==> config.mk <==
export PLATFORM = sky130hd
export DESIGN_NAME = clock_display_scan
export DESIGN_NICKNAME = d
export VERILOG_FILES = /design/src/rtl/clock_display_scan.sv
export SDC_FILE = /design/constraint.sdc
export NUM_CORES = 1
export LEC_CHECK = 0
export ABC_AREA = 1
export CORE_MARGIN = 3
export CORE_UTILIZATION = 30
export DETAILED_ROUTE_END_ITERATION = 10
export HOLD_SLACK_MARGIN = 0.12
export PLACE_DENSITY_LB_ADDON = 0.25
export SLEW_MARGIN = 10
export SYNTH_ARGS = -nofsm -noshare
export SYNTH_HDL_FRONTEND = slang
export SYNTH_SLANG_ARGS = --single-unit
==> constraint.sdc <==
create_clock -name clk_clk -period 5.9 [get_ports clk_clk]
set_input_delay 1.77 -clock clk_clk [delete_from_list [all_inputs] [get_ports clk_clk]]
set_output_delay 1.77 -clock clk_clk [all_outputs]
set_load 0.01 [all_outputs]
==> src/rtl/clock_display_scan.sv <==
// clock_display_scan: snapshots clock digits on timer irq and scans them onto a muxed 7-segment display
module clock_display_scan #(
  parameter int SCAN_DIV       = 50000,
  parameter int BLANK_CYCLES   = 16,
  parameter bit SEG_ACTIVE_LOW = 1,
  parameter bit AN_ACTIVE_LOW  = 1,
  parameter bit LZ_SUPPRESS    = 1
) (
  input  logic       clk_clk,
  input  logic       reset_reset_n,
  input  logic [7:0] reg_h1_in,
  input  logic [7:0] reg_h2_in,
  input  logic [7:0] reg_m1_in,
  input  logic [7:0] reg_m2_in,
  input  logic [7:0] reg_s1_in,
  input  logic [7:0] reg_s2_in,
  input  logic       timer_irq_irq,
  output logic [6:0] seg,
  output logic       dp,
  output logic [5:0] an,
  output logic       snap_valid,
  output logic       digit_err
);
  localparam int CW = $clog2(SCAN_DIV);
  localparam logic [9:0][6:0] BCD = {7'h6F, 7'h7F, 7'h07, 7'h7D, 7'h6D, 7'h66, 7'h4F, 7'h5B, 7'h06, 7'h3F};
  localparam logic [6:0] SEG_OFF = {7{SEG_ACTIVE_LOW}};
  localparam logic [5:0] AN_OFF = {6{AN_ACTIVE_LOW}};
  logic            irq_d;
  logic            colon_phase;
  logic            capture;
  logic [5:0][7:0] snap;
  logic [2:0]      slot;
  logic [CW-1:0]   cnt;
  logic [7:0]      cur;
  logic [6:0]      seg_raw;
  logic [5:0]      an_raw;
  logic            dp_raw;
  logic            err_n;
  function automatic logic ok(input logic [7:0] b);
    return b[7:4] == 4'd0 && b[3:0] <= 4'd9;
  endfunction
  // Edge detect, current digit selection and next output values
  always_comb begin
    capture = timer_irq_irq & ~irq_d;
    cur = snap[slot];
    err_n = ~&{ok(snap[0]), ok(snap[1]), ok(snap[2]), ok(snap[3]), ok(snap[4]), ok(snap[5])};
    seg_raw = (LZ_SUPPRESS && slot == 3'd0 && cur == 8'd0) ? 7'h00 : ok(cur) ? BCD[cur[3:0]] : 7'h40;
    dp_raw = colon_phase && (slot == 3'd1 || slot == 3'd3);
    an_raw = (snap_valid && int'(cnt) >= BLANK_CYCLES) ? 6'b100000 >> slot : 6'b000000;
  end
  // Snapshot capture, colon phase and scan position; captures never disturb the scan
  always_ff @(posedge clk_clk or negedge reset_reset_n) begin
    if (!reset_reset_n) begin
      irq_d <= 1'b0;
      snap <= '0;
      colon_phase <= 1'b0;
      snap_valid <= 1'b0;
      cnt <= '0;
      slot <= 3'd0;
    end else begin
      irq_d <= timer_irq_irq;
      if (capture) begin
        snap <= {reg_s2_in, reg_s1_in, reg_m2_in, reg_m1_in, reg_h2_in, reg_h1_in};
        colon_phase <= ~colon_phase;
        snap_valid <= 1'b1;
      end
      cnt <= (cnt == CW'(SCAN_DIV - 1)) ? '0 : cnt + 1'b1;
      if (cnt == CW'(SCAN_DIV - 1)) slot <= (slot == 3'd5) ? 3'd0 : slot + 3'd1;
    end
  end
  // Registered display pins at the configured polarity
  always_ff @(posedge clk_clk or negedge reset_reset_n) begin
    if (!reset_reset_n) begin
      seg <= SEG_OFF;
      dp <= SEG_ACTIVE_LOW;
      an <= AN_OFF;
      digit_err <= 1'b0;
    end else begin
      seg <= seg_raw ^ SEG_OFF;
      dp <= dp_raw ^ SEG_ACTIVE_LOW;
      an <= an_raw ^ AN_OFF;
      digit_err <= err_n;
    end
  end
endmodule

==> insert_results.sql <==
INSERT INTO impl_metrics (metric_group, metric, value, unit) VALUES
('logic_synthesis', 'netlist-cell-type-count', '34', ''),
('critical_path', 'path_delay_family', 'buffers and inverters', ''),
('floorplan', 'fp.dieArea', '0.0154', 'mm²'),
('logic_synthesis', 'mean_syn_cell_area', '9.02', 'µm²'),
('placed_design', 'gp_routability_congestion', '0.820', ''),
('layout', 'seq_area', '0.00214', 'mm²'),
('clocking', 'htree_num_levels', '3', ''),
('floorplan', 'top_level_ports', '67', ''),
('critical_path', 'worst_setup_path_type', 'in -> reg', ''),
('floorplan', 'die-height', '124', 'µm'),
('sta', 'finalSetupTns', '0', 'ps'),
('layout', 'area_of_the_multi_input_gates', '0.00176', 'mm²'),
('clocking', 'clkTransAtPathRegs', '60', 'ps'),
('sta', 'headroom_to_the_max_slew_limit', '0.500', ''),
('logic_synthesis', 'mapped_cell_area', '0.00418', 'mm²'),
('outcome', 'run_status', 'finished clean', ''),
('clocking', 'number_of_hold_buffers_added_after_cts', '0', ''),
('global_route', 'first_global_vias', '3270', ''),
('critical_path', 'cp_data_required_time', '6130', 'ps'),
('clocking', 'cts_buffers', '9', ''),
('sta', 'grt_setup_unrepaired', 'false', ''),
('drt', 'detail_route.first_pass.iterations', '4', ''),
('logic_synthesis', 'synthesized_instance_count', '463', ''),
('sta', 'finalWorstSetupSlack', '2650', 'ps'),
('clocking', 'post_cts_resized', '0', ''),
('drt', 'drc', '0', ''),
('pwr', 'totalPowerFinal', '1480', 'µW'),
('pwr', 'share_clk_of_total_power', '0.433', ''),
('pwr', 'total_leakage_power', '0.00242', 'µW'),
('logic_synthesis', 'synthesis.nets', '523', ''),
('clocking', 'cts-root-buf', 'clkbuf_16', ''),
('global_route', 'wire_length_of_the_first_global_routing_pass', '15400', 'µm'),
('critical_path', 'setup.worst_path.start_class', 'primary input', ''),
('floorplan', 'num_rows', '42', ''),
('floorplan', 'initial_utilization', '0.311', ''),
('logic_synthesis', 'number_of_register_bits_inferred_by_synthesis', '85', ''),
('clocking', 'clock_sink_count', '85', ''),
('pwr', 'power_frac_comb', '0.118', ''),
('placed_design', 'placement.setup.worst_slack', '2280', 'ps'),
('critical_path', 'timing.critical_path.fanout_max', '58', ''),
('critical_path', 'ff2ff_path_depth', '15', ''),
('run', 'drv.max_cap_violation_count', '0', ''),
('layout', 'drive_above_1_share', '0.166', ''),
('critical_path', 'cp_num_buf_inv', '2', ''),
('drt', 'routedWlPerCell', '12.8', 'µm'),
('pwr', 'worst_ir_drop_vdd', '0.215', 'mV'),
('drt', 'via_count', '3174', ''),
('worst_hold_path', 'holdPathStages', '1', ''),
('floorplan', 'core_region_area', '0.0135', 'mm²'),
('logic_synthesis', 'yosysSeqAreaShare', '0.513', ''),
('sta', 'finClkSkew', '7.60', 'ps'),
('layout', 'layout.cells.most_common_list', 'nand2_1, dfrtp_1, clkdlybuf4s50_1', ''),
('clocking', 'clock_latency_at_the_later_pin_of_the_worst_skew_pair', '340', 'ps'),
('floorplan', 'die-width', '124', 'µm'),
('layout', 'areaGrowthSynthToFinish', '27.8', '%'),
('sta', 'slew_viol_final', '0', ''),
('placed_design', 'detailed_place_hpwl', '6980', 'µm'),
('clocking', 'cts_setup_buffers', '0', ''),
('placed_design', 'placement.io_buffers', '66', ''),
('critical_path', 'cell_breakdown_of_the_critical_path', 'clkdlybuf4s50_1 > nand2_2 > buf_4 > mux2_2', ''),
('sta', 'worst_pin_slew', '751', 'ps'),
('global_route', 'grt_start_max_net_pins', '60', ''),
('logic_synthesis', 'yosys_warnings', '0', ''),
('global_route', 'grt_antenna_before_repair', '0', ''),
('sta', 'fin_crit_sh', '0.551', ''),
('pwr', 'seqPwrFrac', '0.449', ''),
('layout', 'share_of_the_core_filled_with_cells', '0.397', ''),
('layout', 'most_frequent_standard_cell_in_the_layout_excluding_fill_and_tap_cells', 'nand2_1', ''),
('drt', 'viasPerCell', '4.46', ''),
('critical_path', 'worst_path_max_delay_cell', 'buf_4', ''),
('critical_path', 'setup.worst_path.end_class', 'flip-flop', '');
==> final timing paths <==
path                                     from           to  slack [ps]
worst min register to register    colon_phase  colon_phase         480
max in group asynchronous       reset_reset_n      snap[4]        3520
worst max-delay path            timer_irq_irq     snap[24]        2650
worst max register to register        slot[0]       seg[6]        3280
min in group asynchronous       reset_reset_n       cnt[4]        1330
worst min-delay path              colon_phase  colon_phase         480
==> cell type report <==
type / instances / share of cell area
sequential: 85 / 0.402
multi-input combinational: 315 / 0.329
timing repair buffer: 68 / 0.126
clock buffer: 10 / 0.0429
tap: 176 / 0.0412
inverter: 52 / 0.0380
clock inverter: 6 / 0.0209
==> state kept, by name (all words and copies together) (netlist names) <==
signal,count
cnt,16
colon_phase,1
snap,48
snap_valid,1
slot,3
irq_d,1
dp,1
an,6
seg,7
digit_err,1
==> stage by stage <==
stage | hold WS [ps] | area, µm² | std cells
after global placement | 457 | 5000 | 696
after global routing | 489 | 5340 | 712
after floorplan | 418 | 4180 | 463
after CTS | 486 | 5340 | 712
final | 478 | 5340 | 712
after detailed placement | 479 | 5000 | 696
==> power by group through the flow <==
stage                     Sequential, µW  Clock, µW  Combinational [µW]
after floorplan                      664          0                 107
after global placement               672          0                 172
after detailed placement             675          0                 177
after CTS                            664        660                 178
after global routing                 670        676                 199
final                                664        641                 174
==> layer usage <==
layer	vias up	wire length, µm	part of all wire	track usage
li1	1616	-	-	-
met3	14	441	0.048	0.0359
met2	65	4120	0.45	0.204
met5	-	0	0	0
met1	1479	4450	0.49	0.170
met4	0	140	0.015	0.0397
==> Yosys cell counts <==
master	count	area share
nand2_1	101	0.091
dfrtp_1	71	0.43
nor2_1	62	0.056
inv_1	48	0.043
a21oi_1	29	0.035
mux2_2	27	0.073
o21ai_0	15	0.018
dfstp_2	14	0.088
nand3_1	14	0.017
ha_1	9	0.027
nand2_2	9	0.013
nand4_1	8	0.012
xor2_1	7	0.015
nor2_4	6	0.016
nor3_1	5	0.0060
nor4_1	5	0.0075
buf_6	4	0.011
clkbuf_1	4	0.0036
buf_2	3	0.0036
nand3_2	3	0.0072
or2_2	3	0.0045
inv_2	2	0.0018
nor2_2	2	0.0030
xnor2_1	2	0.0042
a41oi_1	1	0.0021
inv_4	1	0.0015
inv_6	1	0.0021
nand2_4	1	0.0027
nor3b_1	1	0.0018
o211ai_1	1	0.0018
o211ai_2	1	0.0030
o21ai_1	1	0.0012
o31ai_1	1	0.0018
or2_1	1	0.0015
==> cell families (layout without fill, tap and decap cells) <==
kind of cell	Yosys count	count (layout)	synth area share
adders and majority gates	9	9	0.0270
DFF	85	85	0.513
muxes	27	27	0.0728
AOI/OAI and AO/OA	49	49	0.0626
xor gates and xnor gates	9	9	0.0189
buffers and inverters	63	136	0.0665
and+or+nand+nor	221	221	0.239
Note: power is estimated with default switching activity, not from simulation.
